<file path="config.mk">
export PLATFORM = sky130hd
export DESIGN_NAME = ct_vfmau_hp_norm_pipe_flat
export DESIGN_NICKNAME = d
export VERILOG_FILES = /design/src/rtl/ct_vfmau_hp_norm_pipe_if.sv /design/src/rtl/ct_vfmau_hp_norm_pipe.sv /design/src/flat_wrapper.sv
export SDC_FILE = /design/constraint.sdc
export NUM_CORES = 1
export LEC_CHECK = 0
export CAP_MARGIN = 10
export CORE_AREA = 3 3 49 95
export DETAILED_ROUTE_END_ITERATION = 10
export DIE_AREA = 0 0 52 98
export PLACE_DENSITY = 0.81
export SLEW_MARGIN = 10
export SYNTH_ARGS = -nofsm -noshare
export SYNTH_HDL_FRONTEND = slang
export SYNTH_SLANG_ARGS = --single-unit
</file>
<file path="constraint.sdc">
create_clock -name forever_cpuclk -period 5.4 [get_ports forever_cpuclk]
set_input_delay 0.54 -clock forever_cpuclk [delete_from_list [all_inputs] [get_ports forever_cpuclk]]
set_output_delay 0.54 -clock forever_cpuclk [all_outputs]
set_load 0.1 [all_outputs]
</file>
<file path="src/rtl/ct_vfmau_hp_norm_pipe_if.sv">
// Handshake and result bus for the binary16 normalization pipe.
// The master drives operands and consumes results; the slave is the pipe.
interface ct_vfmau_hp_norm_pipe_if;
    logic        in_vld;
    logic [15:0] in_data;
    logic        in_rdy;
    logic        out_vld;
    logic        out_rdy;
    logic        out_sign;
    logic [6:0]  out_exp;
    logic [9:0]  out_frac;
    logic        out_zero;
    logic        out_inf;
    logic        out_nan;
    logic        out_denorm;

    modport master (
        output in_vld, in_data, out_rdy,
        input  in_rdy, out_vld, out_sign, out_exp, out_frac,
               out_zero, out_inf, out_nan, out_denorm
    );

    modport slave (
        input  in_vld, in_data, out_rdy,
        output in_rdy, out_vld, out_sign, out_exp, out_frac,
               out_zero, out_inf, out_nan, out_denorm
    );
endinterface

</file>
<file path="src/rtl/ct_vfmau_hp_norm_pipe.sv">
// Two-stage binary16 operand normalizer: classify, unbias exponent, normalize subnormals.
// Define CT_VFMAU_NORM_FTZ_EN to flush subnormal inputs to signed zero instead.
module ct_vfmau_hp_norm_pipe (
    input  logic                          forever_cpuclk,
    input  logic                          cpurst_b,
    input  logic                          pipe_flush,
    ct_vfmau_hp_norm_pipe_if.slave        norm_if
);

    logic        s1_vld;
    logic        s2_vld;
    logic        s1_adv;
    logic        s2_adv;
    logic [15:0] s1_data;

    logic        s1_sign;
    logic [4:0]  s1_exp_f;
    logic [9:0]  s1_frac_f;

    logic        nx_sign;
    logic [6:0]  nx_exp;
    logic [9:0]  nx_frac;
    logic        nx_zero;
    logic        nx_inf;
    logic        nx_nan;
    logic        nx_denorm;

    logic        s2_sign;
    logic [6:0]  s2_exp;
    logic [9:0]  s2_frac;
    logic        s2_zero;
    logic        s2_inf;
    logic        s2_nan;
    logic        s2_denorm;

    assign s2_adv         = !s2_vld || norm_if.out_rdy;
    assign s1_adv         = !s1_vld || s2_adv;
    assign norm_if.in_rdy = s1_adv;

    // Flush overrides any accept or advance on the same edge.
    always_ff @(posedge forever_cpuclk or negedge cpurst_b) begin
        if (!cpurst_b) begin
            s1_vld <= 1'b0;
            s2_vld <= 1'b0;
        end else if (pipe_flush) begin
            s1_vld <= 1'b0;
            s2_vld <= 1'b0;
        end else begin
            if (s1_adv)
                s1_vld <= norm_if.in_vld;
            if (s2_adv)
                s2_vld <= s1_vld;
        end
    end

`ifndef CT_VFMAU_NORM_FTZ_EN
    logic [3:0] ff1_cnt;
    logic [3:0] s1_cnt;
    logic [9:0] sub_frac;

    // Leading-one position: 1 for bit 9 down to 10 for bit 0, 0 when empty.
    always_comb begin
        ff1_cnt = '0;
        for (int unsigned i = 0; i < 10; i++) begin
            if (norm_if.in_data[i])
                ff1_cnt = 4'(10 - i);
        end
    end

    always_ff @(posedge forever_cpuclk) begin
        if (norm_if.in_vld && s1_adv)
            s1_cnt <= ff1_cnt;
    end

    assign sub_frac = s1_frac_f << s1_cnt;
`endif

    always_ff @(posedge forever_cpuclk) begin
        if (norm_if.in_vld && s1_adv)
            s1_data <= norm_if.in_data;
    end

    assign s1_sign   = s1_data[15];
    assign s1_exp_f  = s1_data[14:10];
    assign s1_frac_f = s1_data[9:0];

    always_comb begin
        nx_sign   = s1_sign;
        nx_exp    = '0;
        nx_frac   = s1_frac_f;
        nx_zero   = 1'b0;
        nx_inf    = 1'b0;
        nx_nan    = 1'b0;
        nx_denorm = 1'b0;
        if (s1_exp_f == 5'h1f) begin
            if (s1_frac_f == '0)
                nx_inf = 1'b1;
            else
                nx_nan = 1'b1;
        end else if (s1_exp_f == '0) begin
            if (s1_frac_f == '0) begin
                nx_zero = 1'b1;
                nx_frac = '0;
            end else begin
`ifdef CT_VFMAU_NORM_FTZ_EN
                nx_zero   = 1'b1;
                nx_denorm = 1'b1;
                nx_frac   = '0;
`else
                // -14 - cnt, with -14 encoded as 7'h72
                nx_denorm = 1'b1;
                nx_exp    = 7'h72 - {3'b000, s1_cnt};
                nx_frac   = sub_frac;
`endif
            end
        end else begin
            nx_exp = {2'b00, s1_exp_f} - 7'd15;
        end
    end

    always_ff @(posedge forever_cpuclk) begin
        if (s2_adv && s1_vld) begin
            s2_sign   <= nx_sign;
            s2_exp    <= nx_exp;
            s2_frac   <= nx_frac;
            s2_zero   <= nx_zero;
            s2_inf    <= nx_inf;
            s2_nan    <= nx_nan;
            s2_denorm <= nx_denorm;
        end
    end

    assign norm_if.out_vld    = s2_vld;
    assign norm_if.out_sign   = s2_sign;
    assign norm_if.out_exp    = s2_exp;
    assign norm_if.out_frac   = s2_frac;
    assign norm_if.out_zero   = s2_zero;
    assign norm_if.out_inf    = s2_inf;
    assign norm_if.out_nan    = s2_nan;
    assign norm_if.out_denorm = s2_denorm;

endmodule

</file>
<file path="src/flat_wrapper.sv">
// flat-port wrapper written by rule: the top's interface ports become plain ports
module ct_vfmau_hp_norm_pipe_flat 
  (forever_cpuclk, cpurst_b, pipe_flush, norm_if_in_vld, norm_if_in_data, norm_if_out_rdy, norm_if_in_rdy, norm_if_out_vld, norm_if_out_sign, norm_if_out_exp, norm_if_out_frac, norm_if_out_zero, norm_if_out_inf, norm_if_out_nan, norm_if_out_denorm);
  ct_vfmau_hp_norm_pipe_if norm_if_i ();
  input  logic forever_cpuclk;
  input  logic cpurst_b;
  input  logic pipe_flush;
  input wire logic [$bits(norm_if_i.in_vld)-1:0] norm_if_in_vld;
  input wire logic [$bits(norm_if_i.in_data)-1:0] norm_if_in_data;
  input wire logic [$bits(norm_if_i.out_rdy)-1:0] norm_if_out_rdy;
  output wire logic [$bits(norm_if_i.in_rdy)-1:0] norm_if_in_rdy;
  output wire logic [$bits(norm_if_i.out_vld)-1:0] norm_if_out_vld;
  output wire logic [$bits(norm_if_i.out_sign)-1:0] norm_if_out_sign;
  output wire logic [$bits(norm_if_i.out_exp)-1:0] norm_if_out_exp;
  output wire logic [$bits(norm_if_i.out_frac)-1:0] norm_if_out_frac;
  output wire logic [$bits(norm_if_i.out_zero)-1:0] norm_if_out_zero;
  output wire logic [$bits(norm_if_i.out_inf)-1:0] norm_if_out_inf;
  output wire logic [$bits(norm_if_i.out_nan)-1:0] norm_if_out_nan;
  output wire logic [$bits(norm_if_i.out_denorm)-1:0] norm_if_out_denorm;
  assign norm_if_i.in_vld = norm_if_in_vld;
  assign norm_if_i.in_data = norm_if_in_data;
  assign norm_if_i.out_rdy = norm_if_out_rdy;
  assign norm_if_in_rdy = norm_if_i.in_rdy;
  assign norm_if_out_vld = norm_if_i.out_vld;
  assign norm_if_out_sign = norm_if_i.out_sign;
  assign norm_if_out_exp = norm_if_i.out_exp;
  assign norm_if_out_frac = norm_if_i.out_frac;
  assign norm_if_out_zero = norm_if_i.out_zero;
  assign norm_if_out_inf = norm_if_i.out_inf;
  assign norm_if_out_nan = norm_if_i.out_nan;
  assign norm_if_out_denorm = norm_if_i.out_denorm;
  ct_vfmau_hp_norm_pipe u_core (.forever_cpuclk(forever_cpuclk), .cpurst_b(cpurst_b), .pipe_flush(pipe_flush), .norm_if(norm_if_i));
endmodule
</file>
* Word-level counts from Yosys, hierarchy flattened
Index checks and enable logic that the tools add are counted.
** Word-level totals
- Bits in latches :: 0
- RAM bits :: 0
- Memories kept :: 0
- ROM bits :: 0
- Output and inout bits :: 24
- Input port bits :: 21
- Register bits after elaboration :: 44
** Cells by class
- Order comparisons :: 0
- $add $sub $neg :: 2
- Divide/modulo/power cells :: 0
- Reductions and logical operators :: 13
- Multiply operators :: 0
- Bitwise logic cells :: 1
- Multiplexer cells :: 20
- Eq/ne operators :: 1
- Shifts and indexed selects :: 1
** Operators by type and width (number)
- 2-to-1 mux 10 bit :: 3
- 2-to-1 mux 7 bit :: 2
- 2-to-1 mux 3 bit :: 4
- 2-to-1 mux 4 bit :: 3
- logical NOT 10 bit :: 1
- left shift 10 x 4 -> 10 bit :: 1
- OR reduction 7 bit :: 1
- 2-to-1 mux 1 bit :: 6
- subtractor 5 x 4 -> 6 bit, second input constant :: 1
- subtractor 5 x 5 -> 6 bit, first input constant :: 1
- equality test 5 bit, second input constant :: 1
- logical NOT 5 bit :: 1
- 2-to-1 mux 2 bit :: 2
- nonzero test 2 bit :: 2
- OR reduction 3 bit :: 1
- logical AND 1 bit :: 2
- logical NOT 1 bit :: 2
- logical OR 1 bit :: 2
- OR reduction 2 bit :: 1
- NOT 1 bit :: 1

* Longest topological paths before layout
Gate-level depths: netlist (run 1).
- Word-level depth :: 9
- Gate-level depth with buffers :: 8
- Gate-level depth less buffers :: 8

* Worst setup path after synthesis (run 1)
Ideal clock, no wire load.
- Path type :: reg-to-reg
- From :: register u_core.s2_vld (netlist: u_core.norm_if.out_vld)
- To :: register u_core.s1_cnt[0], enable pin
- Stages on the path, launching flop included :: 4
- Required time :: 5060 ps
- Path buffers :: 0
- Setup time :: 340 ps
- Period minus slack after synthesis :: 2775 ps
- Arrival :: 2435 ps
- Slack :: 2625 ps
- Path through :: dfrtp_1 -> nor2b_1 -> nand2_1 -> and2_1
** On the way
- Cells in the longest elaborated chain, start to end :: 4
** RTL lines
- start, declared :: RTL line ct_vfmau_hp_norm_pipe.sv:11 : logic s2_vld;
- start signal, assigned :: RTL line ct_vfmau_hp_norm_pipe.sv:52 : s2_vld <= s1_vld;
- logical NOT 1 bit :: RTL line ct_vfmau_hp_norm_pipe.sv:36 : assign s2_adv = !s2_vld || norm_if.out_rdy;
- logical OR 1 bit :: RTL line ct_vfmau_hp_norm_pipe.sv:36
- logical OR 1 bit :: RTL line ct_vfmau_hp_norm_pipe.sv:37 : assign s1_adv = !s1_vld || s2_adv;
- net norm_if_in_rdy :: RTL line flat_wrapper.sv:11 : output wire logic [$bits(norm_if_i.in_rdy)-1:0] norm_if_in_rdy;
- logical AND 1 bit :: RTL line ct_vfmau_hp_norm_pipe.sv:71 : if (norm_if.in_vld && s1_adv)
- end signal, assigned :: RTL line ct_vfmau_hp_norm_pipe.sv:72 : s1_cnt <= ff1_cnt;
- end, declared :: RTL line ct_vfmau_hp_norm_pipe.sv:58 : logic [3:0] s1_cnt;
The timed path passes the listed nets, and every way through them passes these cells.
A chain may end at the register's enable or synchronous reset.

* Final worst setup path (run 1)
- From :: input norm_if_out_rdy
- To :: output norm_if_in_rdy
** On the way
- Cells in the longest elaborated chain, start to end :: 2
** RTL lines
- start, declared :: RTL line flat_wrapper.sv:10 : input wire logic [$bits(norm_if_i.out_rdy)-1:0] norm_if_out_rdy;
- logical OR 1 bit :: RTL line ct_vfmau_hp_norm_pipe.sv:36
- logical OR 1 bit :: RTL line ct_vfmau_hp_norm_pipe.sv:37
- end, declared :: RTL line flat_wrapper.sv:11
No other way between the ends.

==> results of run 1 <==
==> logic make-up after synthesis <==
logic type / synth area share, %
buffers and inverters: 2.950
muxes: 8.319
xor gates and xnor gates: 1.239
and+or+nand+nor: 12.74
AOI/OAI and AO/OA: 11.98
adders and majority gates: 2.360
DFF: 60.41
==> registers in the layout, indices dropped and copies added, names as in the netlist <==
signal / cells
u_core.norm_if.out_vld: 1
u_core.norm_if.out_frac: 10
u_core.norm_if.out_sign: 1
u_core.s1_vld: 1
u_core.norm_if.out_zero: 1
u_core.s1_data: 16
u_core.s1_cnt: 4
u_core.norm_if.out_denorm: 1
u_core.norm_if.out_exp: 6
u_core.norm_if.out_nan: 1
u_core.norm_if.out_inf: 1
==> metal layers <==
metal,global-route usage (%),wire length (µm),share of wire [%]
met1,19.65,1368,34
met2,32.49,2398,59
met3,4.580,232,5.7
met4,8.283,83,2.0
met5,0,0,0
==> final cells by class <==
cell class	instances	area (µm²)
inverter	6	22.52
fill	275	1239
clock inverter	2	60.06
tap	51	63.81
clock buffer	6	72.57
multi-input combinational	111	777.0
timing repair buffer	45	447.9
sequential	43	1281
==> per-stage QoR <==
step                      instance area, µm²  power (mW)  utilization [%]  hold WS (ns)
final                                   2725      0.8428            68.75        0.4029
after global routing                    2725      0.8791            68.75        0.3854
after CTS                               2725      0.8457            68.75        0.3970
after detailed placement                2592      0.5641            65.40        0.4107
after global placement                  2592      0.5596            65.40        0.4008
after floorplan                         2121      0.5178                -        0.2444
==> power by group <==
group | switching, mW | internal (mW) | total [mW]
combinational | 0.0998 | 0.0517 | 0.152
clock | 0.101 | 0.185 | 0.286
sequential | 0.0186 | 0.387 | 0.406
total | 0.219 | 0.623 | 0.843
==> cells in the final DEF, fill, tap and decap left out, types with 3 or more instances in the layout <==
cell type and n:
sky130_fd_sc_hd__o21ai_0 10, sky130_fd_sc_hd__nand2_1 15, sky130_fd_sc_hd__mux2_2 3, sky130_fd_sc_hd__clkbuf_8 5, sky130_fd_sc_hd__ha_1 4, sky130_fd_sc_hd__nor3_1 3
sky130_fd_sc_hd__inv_1 5, sky130_fd_sc_hd__mux2i_1 12, sky130_fd_sc_hd__a21oi_1 8, sky130_fd_sc_hd__edfxtp_1 41, sky130_fd_sc_hd__clkdlybuf4s50_1 44, sky130_fd_sc_hd__nor4_1 3
sky130_fd_sc_hd__nor2_1 17, sky130_fd_sc_hd__nor2b_1 4
==> worst max path at each step <==
stage | endpoint | depth (start not counted) | startpoint
finish | norm_if_in_rdy | 4 | norm_if_out_rdy
floorplan | u_core.s1_cnt[0]$_SDFFCE_PP1P_ | 3 | u_core.norm_if.out_vld$_DFFE_PN0P_
global route | norm_if_in_rdy | 4 | norm_if_out_rdy
detailed placement | norm_if_in_rdy | 4 | norm_if_out_rdy
CTS | norm_if_in_rdy | 4 | norm_if_out_rdy
global placement | norm_if_in_rdy | 4 | norm_if_out_rdy
==> results.py, run 1 <==
metrics = {
    "worst_setup_path": {
        "slowest_stage": "sky130_fd_sc_hd__clkdlybuf4s50_1",
        "cp-end-kind": "output port",
        "crit_required_ns": 4.86,
        "worstReg2RegStart": "u_core.s1_data[10]$_DFFE_PP_",
        "critical_path.max_stage_delay_ns": 1.13,
        "regToRegSetupSlack_ns": 3.15,
        "crit-reg2reg-capture": "u_core.norm_if.out_frac[3]$_DFFE_PP_",
        "cpLargestDelayFamily": "buffers and inverters",
        "worst_path_most_repeated_cell": "sky130_fd_sc_hd__clkdlybuf4s50_1",
        "timing.setup.critical_path_class": "in -> out",
        "reg2regPathDepth": 7,
        "critPathBufInv": 2,
        "arrival_ns": 2.28,
        "path_max_fanout": 4,
        "worstPathCellList": "clkdlybuf4s50_1, nor2b_1, nand2_1, clkdlybuf4s50_1",
        "cp-start-kind": "input port",
    },
    "clock_tree": {
        "insertion_delay_ns": 0.29,
        "cts.reportedPaths.clkPinSlew_ns": 0.08,
        "cts-buffers-inserted": 5,
        "cts_root_buf": "sky130_fd_sc_hd__clkbuf_8",
        "clock_tree.buffer_depth": 2,
        "ctsHtreeMaxLevel": 2,
        "ctsHoldBuffers": 0,
        "post-cts-setup-buffers": 0,
        "cts_tree": "done",
        "post_cts.resized_instances": 0,
        "tritoncts_num_sinks": 43,
    },
    "logic_synthesis": {
        "synth_top_area_share_pct": 58.05,
        "cell_type_with_the_largest_total_area_after_synthesis": "sky130_fd_sc_hd__edfxtp_1",
        "synth_top_cells_by_count": "sky130_fd_sc_hd__edfxtp_1, sky130_fd_sc_hd__nor2_1, sky130_fd_sc_hd__nand2_1, sky130_fd_sc_hd__mux2i_1, sky130_fd_sc_hd__o21ai_0",
        "yosysSeqAreaShare_pct": 60.41,
        "synthArstFlopShare_pct": 4.651,
        "syn-mean-instance-area_um2": 12.70,
        "syn-instance-count": 167,
        "synth-warning-count": 0,
        "synthDistinctLibCells": 44,
        "post-synth-top-count-cell": "sky130_fd_sc_hd__edfxtp_1",
        "dominant_cells_by_area_after_synthesis": "sky130_fd_sc_hd__edfxtp_1, sky130_fd_sc_hd__mux2i_1, sky130_fd_sc_hd__nor2_1",
        "ys_seq_elements": 43,
        "mappedNetlistArea_um2": 2121,
        "synth_fp_nets": 192,
        "synth_edf_count": 41,
        "postSynth.topFlopCell": "sky130_fd_sc_hd__edfxtp_1",
    },
    "timing": {
        "finalCritPeriodShare_pct": 52.27,
        "layout_setup_ws_ns": 2.577,
        "setup-violations-final": 0,
        "max_slew_margin_pct": 34.50,
        "slew_viol_final": 0,
        "fmaxAchievable_mhz": 354.3,
        "final_period_minus_worst_setup_slack_ns": 2.823,
        "report.final.hold_viol_count": 0,
        "rsz_0062_raised_after_global_routing": "no",
        "finalClockSkew_ns": 0.01114,
        "setup_total_negative_slack_ns": 0,
        "tightest_slew_ns": 0.9794,
    },
    "power_and_ir_drop": {
        "p_per_area_nw_per_um2": 309.3,
        "total_leakage_power_nw": 1.014,
        "power.ir.vdd_worst_mv": 0.3111,
    },
    "grt": {
        "grt_usage_pct": 18.41,
        "grt-ovfl-total": 0,
        "antenna_found_initial": 0,
        "grt_pass1_wl_mm": 7.065,
        "vias_in_the_first_global_route": 1536,
        "largest_net_degree_at_the_start_of_global_routing": 22,
    },
    "detailed_routing": {
        "detailedRoute.firstPassIterationCount": 4,
        "drc": 0,
        "drt-wirelength-per-cell_um": 15.47,
        "initialDrtViolationCount": 55,
        "detail_route.vias_per_cell": 5.750,
        "wire_length_after_detailed_routing_mm": 4.083,
        "num_vias": 1518,
        "route.antenna.remaining_nets": 0,
    },
    "placement": {
        "dpl.cell_count": 256,
        "hpwl_mm": 3.170,
        "routabilityCongestion": 0.8576,
        "detailedPlace.worstSlack_ns": 2.582,
        "place.port_buffers": 44,
    },
    "floorplan": {
        "die-area_um2": 5096,
        "die_h_um": 98,
        "row_count": 32,
        "fp.dieW_um": 52,
        "starting_density_pct": 53.50,
        "core_region_area_um2": 3964,
        "boundaryPins": 45,
    },
    "cells_and_area": {
        "final_net_count": 237,
        "final_layout_size_suffix_gt1_share_pct": 9.859,
        "area.growth.synth_to_final_pct": 28.50,
        "instances_no_fill": 264,
        "count_of_inserted_antenna_diode_cells": 0,
    },
    "status": {
        "status": "finished, final reports clean",
    },
    "worst_hold_path": {
        "hold_path_class": "in -> async",
    },
    "job": {
        "timing.max_cap.violations": 0,
    },
}
Note: power is estimated with default switching activity, not from simulation.
==> run 2, diff against run 1 <==
--- a/config.mk
+++ b/config.mk
@@ -6,10 +6,10 @@
 export NUM_CORES = 1
 export LEC_CHECK = 0
 export CAP_MARGIN = 10
-export CORE_AREA = 3 3 49 95
+export CORE_AREA = 3 3 51 99
 export DETAILED_ROUTE_END_ITERATION = 10
-export DIE_AREA = 0 0 52 98
-export PLACE_DENSITY = 0.81
+export DIE_AREA = 0 0 54 102
+export PLACE_DENSITY = 0.75
 export SLEW_MARGIN = 10
 export SYNTH_ARGS = -nofsm -noshare
 export SYNTH_HDL_FRONTEND = slang
==> constraint.sdc (replaced) <==
create_clock -name forever_cpuclk -period 2.92 [get_ports forever_cpuclk]
set_input_delay 0.292 -clock forever_cpuclk [delete_from_list [all_inputs] [get_ports forever_cpuclk]]
set_output_delay 0.292 -clock forever_cpuclk [all_outputs]
set_load 0.1 [all_outputs]
==> run 2 against run 1 <==
Register-to-register slack worse by 2.4 ns. Final cell count rose by 1.1%. Via count fell by 2.0%. Power rose by 85%. Setup slack got worse by 1.9 ns. Routed wire length increased by 3.8%. Cell area is 1.9% lower. First-iteration DRC count fell by 24%. Highest routed layer unchanged. Critical path depth is 3 higher. Clock-buffer cell count shrank 1. Sequential share of layout area rose by 0.92 points. Clock skew is 0.0068 ns lower.
==> results.py, run 2 (same netlist as run 1, synthesis figures left out) <==
metrics = {
    "status": {
        "status": "finished, final reports clean",
    },
    "timing": {
        "rsz_0062_raised_after_global_routing": "no",
        "finalClockSkew_ns": 0.004295,
        "finalCritPeriodShare_pct": 75.79,
        "tightest_slew_ns": 0.8441,
        "setup-violations-final": 0,
        "fmaxAchievable_mhz": 451.8,
        "whs_ns": 0.1537,
        "final_period_minus_worst_setup_slack_ns": 2.213,
        "setup_total_negative_slack_ns": 0,
        "max_slew_margin_pct": 43.73,
        "slew_viol_final": 0,
        "report.final.hold_viol_count": 0,
    },
    "worst_setup_path": {
        "timing.setup.critical_path_class": "reg -> reg",
        "regToRegSetupSlack_ns": 0.71,
        "path_max_fanout": 13,
        "cp-start-kind": "flip-flop",
        "cp-end-kind": "flip-flop",
        "crit_required_ns": 3.09,
        "arrival_ns": 2.38,
    },
    "detailed_routing": {
        "detail_route.vias_per_cell": 5.569,
        "num_vias": 1487,
        "wire_length_after_detailed_routing_mm": 4.237,
        "drc": 0,
        "drt-wirelength-per-cell_um": 15.87,
        "initialDrtViolationCount": 42,
        "detailedRoute.firstPassIterationCount": 5,
        "route.antenna.remaining_nets": 0,
    },
    "cells_and_area": {
        "top_register": "u_core.s1_data",
        "largest_register_ff_count": 16,
        "most_common_library_cell_in_the_layout_ignoring_fill_and_taps": "sky130_fd_sc_hd__edfxtp_1",
        "finish.utilization_pct": 60.99,
        "mostFrequentLayoutCells": "sky130_fd_sc_hd__edfxtp_1, sky130_fd_sc_hd__buf_4, sky130_fd_sc_hd__clkdlybuf4s50_1",
        "final_layout_size_suffix_gt1_share_pct": 21.60,
        "final_net_count": 237,
        "instances_no_fill": 267,
        "area.growth.synth_to_final_pct": 26.02,
        "count_of_inserted_antenna_diode_cells": 0,
    },
    "clock_tree": {
        "cts.reportedPaths.clkPinSlew_ns": 0.08,
        "post_cts.resized_instances": 0,
        "ctsHtreeMaxLevel": 2,
        "cts_tree": "done",
        "insertion_delay_ns": 0.29,
        "post-cts-setup-buffers": 0,
        "cts_root_buf": "sky130_fd_sc_hd__clkbuf_8",
        "tritoncts_num_sinks": 43,
        "ctsHoldBuffers": 0,
        "clock_tree.buffer_depth": 2,
        "cts-buffers-inserted": 5,
    },
    "placement": {
        "place.port_buffers": 44,
        "dpl.cell_count": 259,
        "hpwl_mm": 3.394,
        "routabilityCongestion": 0.8909,
    },
    "grt": {
        "antenna_found_initial": 0,
        "largest_net_degree_at_the_start_of_global_routing": 22,
        "grt_pass1_wl_mm": 6.920,
        "grt_usage_pct": 17.46,
        "grt-ovfl-total": 0,
        "vias_in_the_first_global_route": 1428,
    },
    "power_and_ir_drop": {
        "p_per_area_nw_per_um2": 583.7,
        "total_leakage_power_nw": 1.033,
        "power.ir.vdd_worst_mv": 0.4830,
    },
    "job": {
        "timing.max_cap.violations": 0,
    },
    "floorplan": {
        "boundaryPins": 45,
        "core_region_area_um2": 4382,
        "die_h_um": 102,
        "die-area_um2": 5508,
        "fp.dieW_um": 54,
        "starting_density_pct": 48.40,
        "row_count": 34,
    },
    "worst_hold_path": {
        "hold_path_class": "in -> async",
    },
}
[run 2: area by class of cell]
cell class	instances	area (µm²)
Fill cell	351	1709
Tap cell	54	67.56
Clock inverter	3	67.56
Inverter	6	22.52
Clock buffer	5	68.82
Sequential cell	43	1281
Timing Repair Buffer	45	387.9
Multi-Input combinational cell	111	777.0
[run 2: metal layers]
layer	track usage, %	part of all wire (%)
met1	17.09	32
met2	33.55	62
met3	3.212	3.7
met4	7.102	2.4
met5	0	0
[run 2: worst max-delay path: stages (launching register included)]
cell and delay, ns:
sky130_fd_sc_hd__edfxtp_1 0.44, sky130_fd_sc_hd__ha_1 0.25, sky130_fd_sc_hd__and3_2 0.21, sky130_fd_sc_hd__ha_1 0.24, sky130_fd_sc_hd__inv_1 0.14, sky130_fd_sc_hd__nand2_1 0.27, sky130_fd_sc_hd__a2111oi_0 0.39, sky130_fd_sc_hd__a21o_1 0.13
[run 2: through the flow]
stage / power [mW] / worst slack [ns] / instance area [µm²]
2_1_floorplan: 0.9576 / 0.1448 / 2121
3_3_place_gp: 1.037 / 0.8053 / 2536
3_5_place_dp: 1.040 / 0.7796 / 2536
4_1_cts: 1.571 / 0.7396 / 2673
5_1_grt: 1.623 / 0.4973 / 2673
6_report: 1.560 / 0.7068 / 2673
[run 2: path summary, 6_finish.rpt]
| check | endpoint | cells past startpoint | startpoint |
|---|---|---|---|
| worst max-delay path | u_core.norm_if.out_frac[3]$_DFFE_PP_ | 7 | u_core.s1_data[10]$_DFFE_PP_ |
| worst min-delay path | u_core.norm_if.out_vld$_DFFE_PN0P_ | 1 | cpurst_b |
| worst max register to register | u_core.norm_if.out_frac[3]$_DFFE_PP_ | 7 | u_core.s1_data[10]$_DFFE_PP_ |
| worst min register to register | u_core.norm_if.out_sign$_DFFE_PP_ | 0 | u_core.s1_data[15]$_DFFE_PP_ |
| max in group asynchronous | u_core.s1_vld$_DFFE_PN0P_ | 1 | cpurst_b |
| min in group forever_cpuclk | u_core.norm_if.out_sign$_DFFE_PP_ | 0 | u_core.s1_data[15]$_DFFE_PP_ |
[run 2: power by group]
part	switching, mW	total [mW]	internal (mW)
combinational	0.186	0.276	0.0903
sequential	0.0337	0.749	0.716
clock	0.194	0.535	0.341
